===== src/rtl/pong_pkg.sv =====
// Shared types and constants for the two-player LED pong responder.
//   pong_state_e : game state (serve, rally in each direction, point flash, game over)
//   loser_e      : side that lost the last point, who serves next
//   LED_*        : LEDR patterns for the two edges and the all-on flash
//   sat_inc      : score increment that saturates at a limit
package pong_pkg;

  typedef enum logic [2:0] {
    StServeL,
    StServeR,
    StMoveL,
    StMoveR,
    StPoint,
    StOver
  } pong_state_e;

  typedef enum logic {
    LoserL,
    LoserR
  } loser_e;

  localparam logic [9:0] LED_LEFT  = 10'b10_0000_0000;
  localparam logic [9:0] LED_RIGHT = 10'b00_0000_0001;
  localparam logic [9:0] LED_ALL   = 10'h3FF;

  function automatic logic [3:0] sat_inc(input logic [3:0] val, input logic [3:0] lim);
    return (val >= lim) ? lim : val + 4'd1;
  endfunction

endpackage


===== src/rtl/pong_responder_if.sv =====
// Board-level signal bundle of the pong responder.
//   KEY_L / KEY_R : active-low player buttons (asynchronous to the clock)
//   LEDR          : ball position (one-hot) or flash pattern
//   SCORE_L/R     : binary scores for the HEX display block
//   GAME_OVER     : high once the game has ended
// master drives the keys and observes the display; slave is the responder.
interface pong_responder_if;
  logic       KEY_L;
  logic       KEY_R;
  logic [9:0] LEDR;
  logic [3:0] SCORE_L;
  logic [3:0] SCORE_R;
  logic       GAME_OVER;

  modport master (
    output KEY_L,
    output KEY_R,
    input  LEDR,
    input  SCORE_L,
    input  SCORE_R,
    input  GAME_OVER
  );

  modport slave (
    input  KEY_L,
    input  KEY_R,
    output LEDR,
    output SCORE_L,
    output SCORE_R,
    output GAME_OVER
  );
endinterface


===== src/rtl/key_sync_edge.sv =====
// Button conditioner: 2-FF synchronizer followed by a falling-edge detector.
//   CLOCK_50 : system clock
//   RST_N    : asynchronous active-low reset
//   key_ni   : raw active-low button, asynchronous to CLOCK_50
//   press_o  : one-cycle pulse per press; the pulse is consumed on the third
//              clock edge after the key goes low. Holding the key gives no more pulses.
module key_sync_edge (
  input  logic CLOCK_50,
  input  logic RST_N,
  input  logic key_ni,
  output logic press_o
);

  logic sync1_q, sync2_q, prev_q;

  // Reset to the released level so leaving reset never looks like a press.
  always_ff @(posedge CLOCK_50 or negedge RST_N) begin
    if (!RST_N) begin
      sync1_q <= 1'b1;
      sync2_q <= 1'b1;
      prev_q  <= 1'b1;
    end else begin
      sync1_q <= key_ni;
      sync2_q <= sync1_q;
      prev_q  <= sync2_q;
    end
  end

  assign press_o = prev_q & ~sync2_q;

endmodule


===== src/rtl/pong_responder.sv =====
// Two-player LED pong: ball scanner that bounces only when the edge player returns it.
//   CLOCK_50 : system clock
//   RST_N    : asynchronous active-low reset
//   bus      : keys in; LEDR, scores and GAME_OVER out (all outputs registered)
// The ball advances once every TICK_MAX+1 clocks. A miss scores for the opponent,
// flashes all LEDs for POINT_TICKS ticks, then the loser serves. A score reaching
// WIN_SCORE ends the game with a blinking display until reset.
module pong_responder
  import pong_pkg::*;
#(
  parameter logic [23:0] TICK_MAX    = 24'hFFFFFF,
  parameter logic [3:0]  WIN_SCORE   = 4'd9,
  parameter int unsigned POINT_TICKS = 2
) (
  input  logic             CLOCK_50,
  input  logic             RST_N,
  pong_responder_if.slave  bus
);

  localparam logic [7:0] PointLast = 8'(POINT_TICKS - 1);

  logic        press_l, press_r;
  logic [23:0] tick_cnt_q, tick_cnt_d;
  logic        tick;

  pong_state_e state_q;
  loser_e      loser_q;
  logic [9:0]  ledr_q;
  logic [3:0]  score_l_q, score_r_q;
  logic        game_over_q;
  logic        hit_l_q, hit_r_q;
  logic [7:0]  pt_cnt_q;

  key_sync_edge u_sync_l (
    .CLOCK_50 (CLOCK_50),
    .RST_N    (RST_N),
    .key_ni   (bus.KEY_L),
    .press_o  (press_l)
  );

  key_sync_edge u_sync_r (
    .CLOCK_50 (CLOCK_50),
    .RST_N    (RST_N),
    .key_ni   (bus.KEY_R),
    .press_o  (press_r)
  );

  // Free-running tick divider, active in every state.
  assign tick       = (tick_cnt_q == TICK_MAX);
  assign tick_cnt_d = tick ? '0 : tick_cnt_q + 24'd1;

  always_ff @(posedge CLOCK_50 or negedge RST_N) begin
    if (!RST_N) begin
      tick_cnt_q <= '0;
    end else begin
      tick_cnt_q <= tick_cnt_d;
    end
  end

  always_ff @(posedge CLOCK_50 or negedge RST_N) begin
    if (!RST_N) begin
      state_q     <= StServeL;
      loser_q     <= LoserL;
      ledr_q      <= LED_LEFT;
      score_l_q   <= '0;
      score_r_q   <= '0;
      game_over_q <= 1'b0;
      hit_l_q     <= 1'b0;
      hit_r_q     <= 1'b0;
      pt_cnt_q    <= '0;
    end else begin
      // Hit flags only arm while the ball sits on that player's edge; every tick
      // consumes them. On the tick itself the live press is OR-ed in below.
      if (tick) begin
        hit_l_q <= 1'b0;
        hit_r_q <= 1'b0;
      end else begin
        if (state_q == StMoveR && ledr_q[0] && press_r) hit_r_q <= 1'b1;
        if (state_q == StMoveL && ledr_q[9] && press_l) hit_l_q <= 1'b1;
      end

      case (state_q)
        StServeL: begin
          if (press_l) state_q <= StMoveR;
        end

        StServeR: begin
          if (press_r) state_q <= StMoveL;
        end

        StMoveR: begin
          if (tick) begin
            if (ledr_q != LED_RIGHT) begin
              ledr_q <= ledr_q >> 1;
            end else if (hit_r_q || press_r) begin
              state_q <= StMoveL;
              ledr_q  <= ledr_q << 1;
            end else begin
              score_l_q <= sat_inc(score_l_q, WIN_SCORE);
              ledr_q    <= LED_ALL;
              loser_q   <= LoserR;
              pt_cnt_q  <= '0;
              state_q   <= StPoint;
            end
          end
        end

        StMoveL: begin
          if (tick) begin
            if (ledr_q != LED_LEFT) begin
              ledr_q <= ledr_q << 1;
            end else if (hit_l_q || press_l) begin
              state_q <= StMoveR;
              ledr_q  <= ledr_q >> 1;
            end else begin
              score_r_q <= sat_inc(score_r_q, WIN_SCORE);
              ledr_q    <= LED_ALL;
              loser_q   <= LoserL;
              pt_cnt_q  <= '0;
              state_q   <= StPoint;
            end
          end
        end

        StPoint: begin
          if (tick) begin
            if (pt_cnt_q == PointLast) begin
              pt_cnt_q <= '0;
              if (score_l_q == WIN_SCORE || score_r_q == WIN_SCORE) begin
                // LEDR is already all-on, which is the first blink phase.
                state_q     <= StOver;
                game_over_q <= 1'b1;
              end else if (loser_q == LoserL) begin
                state_q <= StServeL;
                ledr_q  <= LED_LEFT;
              end else begin
                state_q <= StServeR;
                ledr_q  <= LED_RIGHT;
              end
            end else begin
              pt_cnt_q <= pt_cnt_q + 8'd1;
            end
          end
        end

        StOver: begin
          if (tick) ledr_q <= ~ledr_q;
        end

        default: begin
          state_q <= StServeL;
          ledr_q  <= LED_LEFT;
        end
      endcase
    end
  end

  assign bus.LEDR      = ledr_q;
  assign bus.SCORE_L   = score_l_q;
  assign bus.SCORE_R   = score_r_q;
  assign bus.GAME_OVER = game_over_q;

endmodule


===== src/flat_wrapper.sv =====
// flat-port wrapper written by rule: the top's interface ports become plain ports
module pong_responder_flat import pong_pkg::*;
#(
  parameter logic [23:0] TICK_MAX    = 24'hFFFFFF,
  parameter logic [3:0]  WIN_SCORE   = 4'd9,
  parameter int unsigned POINT_TICKS = 2
)
  (CLOCK_50, RST_N, bus_KEY_L, bus_KEY_R, bus_LEDR, bus_SCORE_L, bus_SCORE_R, bus_GAME_OVER);
  pong_responder_if bus_i ();
  input  logic CLOCK_50;
  input  logic RST_N;
  input wire logic [$bits(bus_i.KEY_L)-1:0] bus_KEY_L;
  input wire logic [$bits(bus_i.KEY_R)-1:0] bus_KEY_R;
  output wire logic [$bits(bus_i.LEDR)-1:0] bus_LEDR;
  output wire logic [$bits(bus_i.SCORE_L)-1:0] bus_SCORE_L;
  output wire logic [$bits(bus_i.SCORE_R)-1:0] bus_SCORE_R;
  output wire logic [$bits(bus_i.GAME_OVER)-1:0] bus_GAME_OVER;
  assign bus_i.KEY_L = bus_KEY_L;
  assign bus_i.KEY_R = bus_KEY_R;
  assign bus_LEDR = bus_i.LEDR;
  assign bus_SCORE_L = bus_i.SCORE_L;
  assign bus_SCORE_R = bus_i.SCORE_R;
  assign bus_GAME_OVER = bus_i.GAME_OVER;
  pong_responder #(.TICK_MAX(TICK_MAX), .WIN_SCORE(WIN_SCORE), .POINT_TICKS(POINT_TICKS)) u_core (.CLOCK_50(CLOCK_50), .RST_N(RST_N), .bus(bus_i));
endmodule

===== config.mk =====
export PLATFORM = sky130hd
export DESIGN_NAME = pong_responder_flat
export DESIGN_NICKNAME = d
export VERILOG_FILES = /design/src/rtl/pong_pkg.sv /design/src/rtl/pong_responder_if.sv /design/src/rtl/key_sync_edge.sv /design/src/rtl/pong_responder.sv /design/src/flat_wrapper.sv
export SDC_FILE = /design/constraint.sdc
export NUM_CORES = 1
export LEC_CHECK = 0
export BUFFER_PORTS_ARGS = -buffer_cell sky130_fd_sc_hd__buf_2
export CAP_MARGIN = 15
export CORE_ASPECT_RATIO = 1.2
export CORE_MARGIN = 8
export CORE_UTILIZATION = 55
export DETAILED_ROUTE_END_ITERATION = 8
export PLACE_DENSITY = 0.78
export SYNTH_ARGS = -nofsm -noshare
export SYNTH_HDL_FRONTEND = slang
export SYNTH_SLANG_ARGS = --single-unit

===== constraint.sdc =====
create_clock -name CLOCK_50 -period 4.1 [get_ports CLOCK_50]
set_input_delay 0.41 -clock CLOCK_50 [delete_from_list [all_inputs] [get_ports CLOCK_50]]
set_output_delay 0.41 -clock CLOCK_50 [all_outputs]
set_load 0.01 [all_outputs]

; Word level (Yosys, flattened, before mapping)
; Index checks and enable logic that the tools add are counted.
; Widths: inputs -> output; s select.
[op_classes]
order_cmp = 2
mux = 48
n_addsub = 4
n_reduce_logical = 20
bitwise = 11
n_eq_ne = 23
[ops]
columns = op, count
row1 = $mux 10, 11
row2 = $mux 8, 8
row3 = $pmux 10 s5, 1
row4 = $mux 3, 11
row5 = $add 24x1->24 const B, 1
row6 = $eq 24x24->1 const B, 1
row7 = $mux 24, 1
row8 = $pmux 8 s3, 1
row9 = $pmux 3 s6, 1
row10 = $ne 2x1->1 const B, 7
row11 = $reduce_and 7->1, 2
row12 = $reduce_and 4->1, 3
row13 = $mux 1, 11
row14 = $ne 10x1->1 const B, 1
row15 = $ne 10x10->1 const B, 1
row16 = $ne 2x2->1 const B, 5
row17 = $not 10->10, 1
row18 = $reduce_and 9->1, 1
row19 = $add 4x1->4 const B, 2
row20 = $add 8x1->8 const B, 1
row21 = $eq 4x4->1 const B, 2
row22 = $eq 8x1->1 const B, 1
row23 = $ge 4x4->1 const B, 2
row24 = $mux 4, 2
row25 = other kinds (13), 30
[word_totals]
inputBits = 4
regBits = 63

; Logic depth before layout (Yosys ltp)
[depth]
word_depth = 7
mapped_depth = 8

; Cells and area by module
; Synthesis repeated with hierarchy kept, for this count alone.
[unflattened]
hier_cells = 364
area_unflattened_um2 = 3530.9
[modules_own_cells]
columns = mod, n_inst, area_per_inst_um2, cells_per_inst, seq_area_each_um2
row1 = pong_responder, 1, 3345.7, 356, 1427.6
row2 = key_sync_edge, 2, 92.6, 4, 78.8

; Worst setup path before layout
; OpenSTA, ideal clock, no wires.
[synth_path]
path_type = flip-flop to flip-flop
start = reg u_core.ledr_q[8] (netlist: u_core.bus.LEDR[8])
end = reg u_core.score_l_q[2] (netlist: u_core.bus.SCORE_L[2])
t_arrival_ns = 2.370
path_slack_ns = 1.664
path_buffers = 0
t_required_ns = 4.034
synth_period_minus_slack_ns = 2.436
path_stages_with_launch = 7
path_cell_list = dfrtp_1 > or4_4 > or4_4 > nor2_8 > nand3_4 > or4b_1 > nand2_1
[synth_between]
elab_chain_len = 3
[synth_rtl]
columns = element, line_no
row1 = start: declaration, pong_responder.sv:28  ; logic [9:0] ledr_q;
row2 = start signal: assignment, pong_responder.sv:94  ; ledr_q <= ledr_q >> 1;
row3 = start signal: assignment, pong_responder.sv:97  ; ledr_q <= ledr_q << 1;
row4 = start signal: assignment, pong_responder.sv:111  ; ledr_q <= ledr_q << 1;
row5 = $ne 10x1->1, pong_responder.sv:93  ; if (ledr_q != LED_RIGHT) begin
row6 = $not 1->1 (no line), -
row7 = $reduce_and 4->1 (no line), -
row8 = end signal: assignment, pong_responder.sv:99  ; score_l_q <= sat_inc(score_l_q, WIN_SCORE);
row9 = end: declaration, pong_responder.sv:29  ; logic [3:0] score_l_q, score_r_q;
; No other way between the ends.
; A chain may end at the register's enable or synchronous reset.

; Worst setup path after layout
[layout_path]
start = reg u_core.pt_cnt_q[1]
end = reg u_core.state_q[2]
[layout_between]
elab_chain_len = 3
[layout_rtl]
columns = element, line_no
row1 = start: declaration, pong_responder.sv:32  ; logic [7:0] pt_cnt_q;
row2 = start signal: assignment, pong_responder.sv:141  ; pt_cnt_q <= pt_cnt_q + 8'd1;
row3 = $eq 8x1->1, pong_responder.sv:127  ; if (pt_cnt_q == PointLast) begin
row4 = $ne 2x1->1 (no line), -
row5 = $reduce_and 9->1 (no line), -
row6 = end signal: assignment, pong_responder.sv:131  ; state_q <= StOver;
row7 = end signal: assignment, pong_responder.sv:134  ; state_q <= StServeL;
row8 = end signal: assignment, pong_responder.sv:137  ; state_q <= StServeR;
row9 = end: declaration, pong_responder.sv:26  ; pong_state_e state_q;
; No other way between the ends.

==> qor.csv <==
stage,metric,value,unit
synthesis,"Top FF cell, synth",dfrtp_1,
hold_path,hold crit path type,in -> async,
global_routing,GRT Total Usage,16.78,%
floorplan,I/O pins,23,
floorplan,Starting Density,55.84,%
setup_path,CP startpoint kind,register,
timing,Clock Skew,8.179,ps
synthesis,synthesis-stage register bit count,63,
clock_network,worst skew pair latency,340,ps
final_layout,synthesis-to-layout area growth,12.24,%
synthesis,ys async rst share,100.0,%
timing,Final setup viols,0,
timing,final worst setup slack,1379,ps
clock_network,total setup buffers inserted after CTS,0,
clock_network,Post-CTS Resized,0,
outcome,outcome,"complete, no violations",
detailed_routing,antenna-violating nets left,0,
detailed_routing,Pre-antenna DRT Iters,5,
detailed_routing,DRC viols,0,
synthesis,Post-synth EDFFs,0,
detailed_routing,Avg WL per Cell,15.52,µm
clock_network,root buffer cell,clkbuf_8,
final_layout,share of layout cells above drive strength 1,17.58,%
floorplan,Die X-Extent,86.63,µm
floorplan,Die ar.,8727,µm²
global_routing,GRT Residual Overflow,0,
setup_path,Setup CP Type,reg -> reg,
timing,final setup TNS,0,ps
global_routing,antenna violations before repair,0,
setup_path,Crit path arrival time,2950,ps
floorplan,area of the core,5896,µm²
final_layout,Register Area,1585,µm²
global_routing,global-route wire length before repair,11630,µm
place,post-place setup slack,1397,ps
timing,Peak Freq,367.5,MHz
final_layout,Diodes inserted,0,
global_routing,largest net degree at the start of global routing,36,
floorplan,row cnt,31,
floorplan,Vert. Die Dim,100.8,µm
timing,RSZ-0062 raised after global routing,no,
place,GP Congestion,0.9710,
timing,Max Slew Vio Count,0,
power,VDD IR-drop max,313.9,µV
detailed_routing,Via density,6.002,
place,Placed Cells incl. Taps,430,
final_layout,footprint of the multi-input gates,1632,µm²
setup_path,WP data required,4330,ps
detailed_routing,DR iter-0 viols,236,
synthesis,"top cells by count, synth","dfrtp_1, o21ai_0, nor2_1",
power,Lkg Pwr,1.701,nW
clock_network,clk buf depth,2,
synthesis,cells after synthesis,330,
synthesis,"area leader, netlist",dfrtp_1,
place,DP HPWL,4772,µm
synthesis,Mean Syn Cell Area,9.975,µm²
synthesis,Post-Syn Area,3292,µm²
synthesis,"count leader, synth",dfrtp_1,
timing,Final Critical Period,2721,ps
global_routing,GRT busiest layer,met2,
synthesis,Syn Nets,343,
global_routing,met3 GRT Util,4.812,%
global_routing,met2 Usage GRT,26.74,%
synthesis,Yosys Warn Count,0,
clock_network,Num CTS Buffers,9,
global_routing,number of global-route vias before repair,2556,
detailed_routing,Detailed Route WL,6922,µm
clock_network,H-Tree Depth,3,
synthesis,Synth cell types,56,
timing,Hold Slack,87.56,ps
global_routing,GR Layer Usage met1,19.62,%
final_layout,non-filler instance count after layout,446,
detailed_routing,vias post-DR,2677,
clock_network,CTS tree,yes,
timing,"Period Utilization, post-route",66.37,%
run,total of max-cap violations,0,
final_layout,# nets final,372,
clock_network,"Hold-fix buffers, CTS",0,
timing,Final Hold Viols,0,
clock_network,clock-pin transition on the worst setup and hold timing paths,70,ps
final_layout,# fillers,500,
synthesis,ranking of synthesized cells by area,"dfrtp_1, dfstp_2, o21ai_0, nor2_1, xor2_1",
synthesis,sequential fraction of the synthesis area,48.16,%
power,pwr dens,456.7,nW/µm²
setup_path,worst-path fanout max,9,
timing,Worst-Margin Slew,817.6,ps
timing,relative slew slack,44.90,%
clock_network,Clock Sinks,63,
synthesis,Yosys top cell area share,42.57,%
place,I/O Buffers,22,
setup_path,Critical Path Sink Type,register,
==> stage by stage <==
step	util, %	power (mW)	instance area, µm²
6_report	62.67	1.687	3695
5_1_grt	62.67	1.769	3695
4_1_cts	62.67	1.688	3695
3_5_place_dp	59.13	1.125	3486
3_3_place_gp	59.13	1.114	3486
2_1_floorplan	-	1.015	3292
==> placed cells by master (no fill, tap or decap), types with 2 or more instances in the layout <==
| master | instances |
|---|---|
| and3_1 | 5 |
| or4b_1 | 2 |
| xor2_1 | 13 |
| buf_2 | 22 |
| a22o_1 | 6 |
| o211ai_1 | 2 |
| o22ai_1 | 3 |
| a31oi_1 | 2 |
| a21oi_1 | 8 |
| clkbuf_8 | 12 |
| dfstp_2 | 7 |
| and4_1 | 6 |
| or2_2 | 3 |
| xnor2_1 | 6 |
| nor3_1 | 3 |
| nand4_1 | 6 |
| or4_4 | 2 |
| inv_1 | 13 |
| nor2_1 | 32 |
| o31ai_1 | 5 |
| clkinv_2 | 2 |
| o21ai_0 | 35 |
| dfrtp_1 | 56 |
| o2111ai_1 | 5 |
| mux2_2 | 4 |
| nand2_1 | 30 |
| nand3_1 | 19 |
| nand2b_1 | 7 |
| o21ai_1 | 2 |
| ha_1 | 9 |
| or4_1 | 3 |
| nor2b_1 | 4 |
| mux2i_1 | 4 |
==> layout make-up <==
class                           count  area share, %
Multi-Input combinational cell    249          44.16
Sequential cell                    63          42.91
Clock buffer                       13          4.572
Timing Repair Buffer               23          3.183
Tap cell                           82          2.777
Inverter                           13          1.321
Clock inverter                      3          1.084
==> routing by layer <==
layer,share of wire [%],wire [µm]
met5,0,0
met4,2.9,204
met3,6.2,428
met2,49,3413
met1,42,2875
==> logic make-up (layout without fill, tap and decap cells) <==
family,after synthesis,after routing,synth area share (%)
AND/OR/NAND/NOR,134,134,22.73
AO/OA/AOI/OAI,79,79,15.77
flip-flops,63,63,48.16
XOR/XNOR,19,19,5.055
buffers and inverters,18,52,2.280
adder cells (fa/ha/maj),9,9,3.421
multiplexers,8,8,2.585
==> flip-flops by register name, summed over array words and instances (netlist names) <==
name                     flops
u_core.tick_cnt_q           24
u_core.bus.LEDR             10
u_core.u_sync_r.sync2_q      1
u_core.pt_cnt_q              8
u_core.bus.SCORE_L           4
u_core.u_sync_l.prev_q       1
u_core.u_sync_r.sync1_q      1
u_core.loser_q               1
u_core.bus.SCORE_R           4
u_core.hit_l_q               1
u_core.u_sync_l.sync1_q      1
u_core.u_sync_r.prev_q       1
u_core.state_q               3
u_core.bus.GAME_OVER         1
u_core.hit_r_q               1
u_core.u_sync_l.sync2_q      1
==> critical path, stage by stage, from the launching register on <==
cell      delay, ps
dfrtp_1         400
inv_1            70
ha_1            120
or4b_1          460
o41ai_2         670
nand3_1         170
a221oi_2        250
o21ai_1         170
mux2_2          300
==> final timing paths <==
kind                                          from                      end  slack (ps)  depth (start not counted)
setup / recovery                u_core.pt_cnt_q[1]        u_core.state_q[2]        1380                          8
hold / removal                               RST_N       u_core.bus.LEDR[1]          90                          1
setup reg to reg                u_core.pt_cnt_q[1]        u_core.state_q[2]        1380                          8
hold reg to reg            u_core.u_sync_r.sync2_q   u_core.u_sync_r.prev_q         350                          0
max in group asynchronous                    RST_N  u_core.u_sync_l.sync1_q        3100                          2
min in group CLOCK_50                    bus_KEY_R  u_core.u_sync_r.sync1_q         170                          1
==> power by group <==
group | internal, mW | switching [mW]
Combinational | 0.160 | 0.235
Sequential | 0.662 | 0.0681
Clock | 0.329 | 0.233
(Power assumes the default switching activity.)
